**src/rtl/pcm_slot_tx_pkg.sv**
```systemverilog
// Shared definitions for the PCM slot transmitter and its strobe source:
// state encoding, default geometry and a clog2 helper.
package pcm_pkg;

  // Bits per slot; matches the strobe generator's strobe-high length.
  localparam int PCM_WIDTH = 8;
  // Width of the slot counter.
  localparam int PCM_CNT_W = 16;

  typedef enum logic {
    ST_IDLE  = 1'b0,
    ST_SHIFT = 1'b1
  } pcm_state_e;

  // Smallest n with 2**n >= v (returns 0 for v <= 1).
  function automatic int pcm_clog2(input int v);
    int r;
    r = 0;
    for (int i = 0; i < 31; i++) begin
      if ((1 << i) < v) r = i + 1;
    end
    return r;
  endfunction

endpackage

```
**src/rtl/pcm_slot_tx_if.sv**
```systemverilog
// Word input handshake of the slot transmitter.
// valid/ready: a word transfers on every rising clk edge where in_valid and
// in_ready are both high; in_data must be stable while in_valid is high and
// in_ready does not depend on in_valid.
interface pcm_slot_tx_if #(
  parameter int WIDTH = 8
) ();
  logic [WIDTH-1:0] in_data;
  logic             in_valid;
  logic             in_ready;

  modport master (output in_data, output in_valid, input in_ready);
  modport slave  (input in_data, input in_valid, output in_ready);
endinterface

```
**src/rtl/pcm_slot_tx_fifo.sv**
```systemverilog
// Small synchronous show-ahead FIFO. Writes while full and reads while empty
// are ignored; level is kept as its own counter so pointers wrap freely.
module pcm_sync_fifo
  import pcm_pkg::*;
#(
  parameter int W = 8,
  parameter int D = 4
) (
  input  logic                  clk,
  input  logic                  rst,
  input  logic                  wr_en,
  input  logic [W-1:0]          wr_data,
  input  logic                  rd_en,
  output logic [W-1:0]          rd_data,
  output logic                  full,
  output logic                  empty,
  output logic [pcm_clog2(D):0] level
);

  localparam int AW = pcm_clog2(D);
  localparam logic [AW:0] LVL_FULL = (AW+1)'(D);

  logic [W-1:0]  r_mem [D];
  logic [AW-1:0] r_wr_ptr;
  logic [AW-1:0] r_rd_ptr;
  logic [AW:0]   r_level;
  logic          w_do_wr;
  logic          w_do_rd;

  assign full    = (r_level == LVL_FULL);
  assign empty   = (r_level == '0);
  assign level   = r_level;
  assign rd_data = r_mem[r_rd_ptr];
  assign w_do_wr = wr_en & ~full;
  assign w_do_rd = rd_en & ~empty;

  // Storage write; contents need no reset since level gates every read.
  always_ff @(posedge clk) begin
    if (w_do_wr) r_mem[r_wr_ptr] <= wr_data;
  end

  // Pointer and occupancy bookkeeping.
  always_ff @(posedge clk) begin
    if (rst) begin
      r_wr_ptr <= '0;
      r_rd_ptr <= '0;
      r_level  <= '0;
    end else begin
      if (w_do_wr) r_wr_ptr <= r_wr_ptr + AW'(1);
      if (w_do_rd) r_rd_ptr <= r_rd_ptr + AW'(1);
      case ({w_do_wr, w_do_rd})
        2'b10:   r_level <= r_level + (AW+1)'(1);
        2'b01:   r_level <= r_level - (AW+1)'(1);
        default: r_level <= r_level;
      endcase
    end
  end

endmodule

```
**src/rtl/pcm_slot_tx.sv**
```systemverilog
// PCM slot transmitter: each rising edge of strb opens a slot in which one
// FIFO word is shifted out MSB first on sdo, framed by sdo_en. An empty FIFO
// at slot start sends idle bits and pulses underrun; a new slot arriving while
// the previous one is still shifting abandons it and pulses frame_err.
module pcm_slot_tx
  import pcm_pkg::*;
#(
  parameter int   WIDTH      = PCM_WIDTH,
  parameter int   FIFO_DEPTH = 4,
  parameter logic IDLE_BIT   = 1'b0,
  parameter int   CNT_W      = PCM_CNT_W
) (
  input  logic                           clk,
  input  logic                           rst,
  input  logic                           strb,
  pcm_slot_tx_if.slave                   in_if,
  output logic                           sdo,
  output logic                           sdo_en,
  output logic [pcm_clog2(FIFO_DEPTH):0] fifo_level,
  output logic                           underrun,
  output logic                           frame_err,
  output logic [CNT_W-1:0]               frame_cnt,
  output pcm_state_e                     dbg_state
);

  localparam int BW = pcm_clog2(WIDTH);
  localparam logic [BW-1:0] BIT_LAST = BW'(WIDTH - 1);

  logic             r_strb_q;
  pcm_state_e       r_state;
  logic [WIDTH-1:0] r_shreg;
  logic [BW-1:0]    r_bitcnt;
  logic             r_sdo;
  logic             r_sdo_en;
  logic             r_underrun;
  logic             r_frame_err;
  logic [CNT_W-1:0] r_frame_cnt;

  logic             w_start;
  logic             w_empty;
  logic             w_full;
  logic [WIDTH-1:0] w_head;
  logic [WIDTH-1:0] w_load_word;

  // A slot opens on the clk edge that first sees strb high.
  assign w_start     = strb & ~r_strb_q;
  assign w_load_word = w_empty ? {WIDTH{IDLE_BIT}} : w_head;
  assign in_if.in_ready = ~w_full;

  pcm_sync_fifo #(
    .W (WIDTH),
    .D (FIFO_DEPTH)
  ) u_fifo (
    .clk     (clk),
    .rst     (rst),
    .wr_en   (in_if.in_valid),
    .wr_data (in_if.in_data),
    .rd_en   (w_start),
    .rd_data (w_head),
    .full    (w_full),
    .empty   (w_empty),
    .level   (fifo_level)
  );

  // Slot FSM with shift register, bit counter, flags and slot counter.
  // A slot start takes priority over the end-of-slot return to IDLE.
  always_ff @(posedge clk) begin
    if (rst) begin
      r_strb_q    <= 1'b0;
      r_state     <= ST_IDLE;
      r_shreg     <= '0;
      r_bitcnt    <= '0;
      r_sdo       <= 1'b0;
      r_sdo_en    <= 1'b0;
      r_underrun  <= 1'b0;
      r_frame_err <= 1'b0;
      r_frame_cnt <= '0;
    end else begin
      r_strb_q    <= strb;
      r_underrun  <= 1'b0;
      r_frame_err <= 1'b0;
      if (w_start) begin
        r_frame_err <= (r_state == ST_SHIFT);
        r_underrun  <= w_empty;
        r_sdo       <= w_load_word[WIDTH-1];
        r_shreg     <= {w_load_word[WIDTH-2:0], 1'b0};
        r_bitcnt    <= BIT_LAST;
        r_sdo_en    <= 1'b1;
        r_state     <= ST_SHIFT;
        r_frame_cnt <= r_frame_cnt + CNT_W'(1);
      end else if (r_state == ST_SHIFT) begin
        if (r_bitcnt == '0) begin
          r_state  <= ST_IDLE;
          r_sdo    <= 1'b0;
          r_sdo_en <= 1'b0;
        end else begin
          r_sdo    <= r_shreg[WIDTH-1];
          r_shreg  <= {r_shreg[WIDTH-2:0], 1'b0};
          r_bitcnt <= r_bitcnt - BW'(1);
        end
      end
    end
  end

  assign sdo       = r_sdo;
  assign sdo_en    = r_sdo_en;
  assign underrun  = r_underrun;
  assign frame_err = r_frame_err;
  assign frame_cnt = r_frame_cnt;
  assign dbg_state = r_state;

endmodule

```
**src/flat_wrapper.sv**
```systemverilog
// flat-port wrapper written by rule: the top's interface ports become plain ports
module pcm_slot_tx_flat import pcm_pkg::*;
#(
  parameter int   WIDTH      = PCM_WIDTH,
  parameter int   FIFO_DEPTH = 4,
  parameter logic IDLE_BIT   = 1'b0,
  parameter int   CNT_W      = PCM_CNT_W
)
  (clk, rst, strb, sdo, sdo_en, fifo_level, underrun, frame_err, frame_cnt, dbg_state, in_if_in_data, in_if_in_valid, in_if_in_ready);
  pcm_slot_tx_if #(.WIDTH(WIDTH)) in_if_i ();
  input  logic clk;
  input  logic rst;
  input  logic strb;
  output logic sdo;
  output logic sdo_en;
  output logic [pcm_clog2(FIFO_DEPTH):0] fifo_level;
  output logic underrun;
  output logic frame_err;
  output logic [CNT_W-1:0] frame_cnt;
  output pcm_state_e dbg_state;
  input wire logic [$bits(in_if_i.in_data)-1:0] in_if_in_data;
  input wire logic [$bits(in_if_i.in_valid)-1:0] in_if_in_valid;
  output wire logic [$bits(in_if_i.in_ready)-1:0] in_if_in_ready;
  assign in_if_i.in_data = in_if_in_data;
  assign in_if_i.in_valid = in_if_in_valid;
  assign in_if_in_ready = in_if_i.in_ready;
  pcm_slot_tx #(.WIDTH(WIDTH), .FIFO_DEPTH(FIFO_DEPTH), .IDLE_BIT(IDLE_BIT), .CNT_W(CNT_W)) u_core (.clk(clk), .rst(rst), .strb(strb), .in_if(in_if_i), .sdo(sdo), .sdo_en(sdo_en), .fifo_level(fifo_level), .underrun(underrun), .frame_err(frame_err), .frame_cnt(frame_cnt), .dbg_state(dbg_state));
endmodule
```
**config.mk**
```make
export PLATFORM = sky130hd
export DESIGN_NAME = pcm_slot_tx_flat
export DESIGN_NICKNAME = d
export VERILOG_FILES = /design/src/rtl/pcm_slot_tx_pkg.sv /design/src/rtl/pcm_slot_tx_if.sv /design/src/rtl/pcm_slot_tx_fifo.sv /design/src/rtl/pcm_slot_tx.sv /design/src/flat_wrapper.sv
export SDC_FILE = /design/constraint.sdc
export NUM_CORES = 1
export LEC_CHECK = 0
export CELL_PAD_IN_SITES_DETAIL_PLACEMENT = 0
export CELL_PAD_IN_SITES_GLOBAL_PLACEMENT = 1
export CORE_ASPECT_RATIO = 2
export CORE_MARGIN = 2
export CORE_UTILIZATION = 40
export CTS_CLUSTER_SIZE = 8
export DETAILED_ROUTE_END_ITERATION = 8
export PLACE_DENSITY_LB_ADDON = 0.3
export SLEW_MARGIN = 10
export SYNTH_ARGS = -nofsm -noshare
export SYNTH_HDL_FRONTEND = slang
export SYNTH_SLANG_ARGS = --single-unit
```
**constraint.sdc**
```tcl
create_clock -name clk -period 2.14 [get_ports clk]
set_input_delay 0.214 -clock clk [delete_from_list [all_inputs] [get_ports clk]]
set_output_delay 0.214 -clock clk [all_outputs]
set_load 0.05 [all_outputs]
```
==> impl_metrics.py <==
metrics = {
    "place": {
        "io_buffer_count": 36,
        "dp_hpwl_um": 4000,
        "gp_congestion": 0.740,
        "dpl_cell_area_mm2": 0.00351,
    },
    "power_and_ir_drop": {
        "vdd_drop_max_uv": 535,
        "comb_power_share": 0.203,
        "power_uw": 3970,
        "p_leak_uw": 0.00135,
        "p_switching_uw": 1100,
        "power.switching_fraction": 0.277,
        "power_density_mw_per_mm2": 1040,
        "clkPwrFrac": 0.371,
        "seqPwrFrac": 0.426,
        "intPower_uw": 2870,
    },
    "critical_path": {
        "crit_arrival_ns": 2.36,
        "crit_chain": "or3b_4 -> and2_4 -> inv_4 -> ha_4 -> inv_2 -> fa_2 -> xor2_1 -> or3_1 -> a21oi_2",
        "r2r_slack_ns": 0.03,
        "crit_start": "u_core.u_fifo.level[1]",
        "crit_type": "flip-flop to flip-flop",
        "r2r_end": "u_core.u_fifo.level[2]",
        "rr_startpoint": "u_core.u_fifo.level[1]",
        "cp-end-kind": "flip-flop",
        "reg2reg_depth": 9,
        "critPathLaunchType": "flip-flop",
        "cpPeakStageDelay_ns": 0.39,
        "worstPathRequired_ns": 2.40,
        "cp_max_fo": 5,
        "crit_slowest_cell": "or3b_4",
    },
    "clock_network": {
        "clock_tree.htree_level_count": 3,
        "tritoncts": "yes",
        "cts.path.max_buffers": 2,
        "cts_buffers": 9,
        "clk_latency_ns": 0.33,
        "clockRootBuffer": "clkbuf_16",
        "path_clk_slew_ns": 0.05,
        "cts_num_sinks": 73,
    },
    "timing": {
        "period_needed_ns": 2.11,
        "finalCritPeriodShare": 0.985,
        "worstMarginPinSlew_ns": 0.501,
        "max_freq_mhz": 475,
        "finalSetupTns_ns": 0,
        "rsz0062_at_grt": "true",
        "worst_hold_slack_ns": 0.466,
        "maxSlewHeadroom": 0.665,
        "drv_slew": 0,
        "finalSetupViolCount": 0,
        "hold_viol_final": 0,
        "skew_ns": 0.00562,
    },
    "detailed_routing": {
        "drc": 0,
        "wl_per_cell_um": 14.2,
        "vias_per_cell": 4.96,
        "routed_wl_um": 5540,
        "routed-via-count": 1941,
        "firstDrtPassIters": 4,
        "ant_nets": 0,
        "dr.first_iter.drc_count": 97,
    },
    "synth": {
        "synth-seq-cells": 73,
        "ys_seq_area_frac": 0.602,
        "ys_warn_count": 0,
        "yosysUniqueCellTypes": 38,
        "synthesis.instances": 245,
        "async_reset_ff_frac": 0,
        "synth_nets": 266,
        "synthesis.area_mm2": 0.00296,
        "synth-edff-count": 32,
        "synthFlopType": "dfxtp_1",
        "synth_area_per_cell_um2": 12.1,
    },
    "finish": {
        "final_common_cell": "dfxtp_1",
        "drive_above_1_share": 0.164,
        "area_delta_synth_final_pct": 28.7,
        "stdcell_area_mm2": 0.00381,
        "num-fill-cells": 643,
        "layout_common_cells": "38 x dfxtp_1, 35 x clkdlybuf4s50_1, 32 x edfxtp_1",
        "diodes": 0,
        "nNetsFinal": 315,
        "post-route-util": 0.529,
    },
    "grt": {
        "use_met3": 0.0420,
        "grtUsageTotal": 0.155,
        "grt_max_degree": 41,
        "use_met2": 0.277,
        "grt_pass1_wl_um": 9400,
        "grt_remaining_overflow": 0,
        "globalRouteMet1Util": 0.160,
        "busiest_layer": "met2",
        "grt_pass1_vias": 1968,
        "antenna_found_initial": 0,
    },
    "job": {
        "cap_viol_max_count": 0,
    },
    "worst_hold_path": {
        "hold_end": "u_core.r_shreg[3]",
        "hold_depth": 2,
        "hp-class": "flip-flop to flip-flop",
        "min-delay-start": "u_core.r_shreg[3]",
    },
    "floorplan": {
        "fp-row-count": 44,
        "ios": 37,
        "fp.dieArea_mm2": 0.00815,
        "dieWidth_um": 64.8,
        "die_height_um": 126,
        "start_util": 0.411,
        "core_area_mm2": 0.00721,
    },
    "outcome": {
        "outcome": "finished clean",
    },
}
-- cells in the mapped netlist (5+ instances only) --
cell type | n | area (um2)
nand3_1 | 5 | 25.0
xor2_1 | 12 | 105
inv_1 | 16 | 60.1
nor3_1 | 5 | 25.0
a221oi_1 | 6 | 52.6
a21oi_1 | 9 | 45.0
mux4_2 | 8 | 180
edfxtp_1 | 32 | 961
dfxtp_1 | 41 | 821
o21ai_0 | 10 | 50.1
nand2_1 | 16 | 60.1
nor2_1 | 23 | 86.3
clkbuf_1 | 5 | 18.8
nand4_1 | 6 | 37.5
xnor2_1 | 7 | 61.3
ha_1 | 8 | 100
-- repair_timing --
| action | 4_1_cts | 5_1_grt |
|---|---|---|
| setup buffers | 0 | 0 |
| endpoints found under the setup margin | 1 | 1 |
| hold buffers | 0 | 0 |
| resized for setup | 1 | 1 |
| pin swaps | 0 | 0 |
| hold endpoints to repair | 0 | 0 |
-- per-layer routing --
metal	vias up	share of wire
li1	974	-
met1	922	0.38
met4	0	0.026
met5	-	0
met3	10	0.037
met2	35	0.56
-- power groups by stage --
stage	logic, uW	registers (uW)	clock network (uW)
finish	806	1690	1470
CTS	821	1700	1520
detailed placement	820	1730	0
floorplan	475	1820	0
global route	889	1710	1560
global placement	815	1720	0
-- worst max-delay path by stage --
stage	to	slack [ns]
after global placement	u_core.u_fifo.level[2]	-0.05
final	u_core.u_fifo.level[2]	0.03
after detailed placement	u_core.u_fifo.level[2]	-0.07
after CTS	u_core.u_fifo.level[2]	0.02
after global routing	u_core.u_fifo.level[2]	-0.06
after floorplan	u_core.u_fifo.level[2]	-0.15
-- area by class of cell --
| class | count | area, um2 | share of cell area |
|---|---|---|---|
| Tap cell | 92 | 115 | 0.0302 |
| Inverter | 16 | 62.6 | 0.0164 |
| Sequential cell | 73 | 1790 | 0.469 |
| Timing Repair Buffer | 48 | 449 | 0.118 |
| Clock buffer | 10 | 229 | 0.0601 |
| Multi-Input combinational cell | 146 | 1100 | 0.289 |
| Clock inverter | 6 | 67.6 | 0.0177 |
-- stage by stage --
step	setup WS, ns	std cells
floorplan	-0.147	245
global placement	-0.0541	375
detailed placement	-0.0670	375
CTS	0.0191	391
global route	-0.0625	391
finish	0.0325	391
-- cell families after synthesis --
group / Yosys count / share of synthesized area
AO/OA/AOI/OAI: 30 / 0.0638
XOR/XNOR: 19 / 0.0562
adder cells (fa/ha/maj): 9 / 0.0406
buffers and inverters: 26 / 0.0346
flip-flops: 73 / 0.602
multiplexers: 8 / 0.0608
AND/OR/NAND/NOR: 80 / 0.142
-- registers in the layout, summed over array words and instances (netlist names), named ones only --
| name | flops |
|---|---|
| u_core.u_fifo.r_mem | 32 |
| u_core.frame_cnt | 16 |
| u_core.r_shreg | 7 |
| u_core.r_bitcnt | 3 |
| u_core.u_fifo.level | 3 |
| u_core.u_fifo.r_rd_ptr | 2 |
| u_core.u_fifo.r_wr_ptr | 2 |
| u_core.dbg_state | 1 |
| u_core.frame_err | 1 |
| u_core.r_strb_q | 1 |
| u_core.sdo | 1 |
| u_core.sdo_en | 1 |
| u_core.underrun | 1 |
-- worst max-delay path, delay by kind of cell (launching register included) --
family / cells / cell delay (ns)
AND/OR/NAND/NOR: 3 / 0.88
AO/OA/AOI/OAI: 1 / 0.12
flip-flops: 1 / 0.34
adder cells (fa/ha/maj): 2 / 0.45
buffers and inverters: 2 / 0.09
XOR/XNOR: 1 / 0.15
No activity file was read; power rests on OpenSTA's default activity.
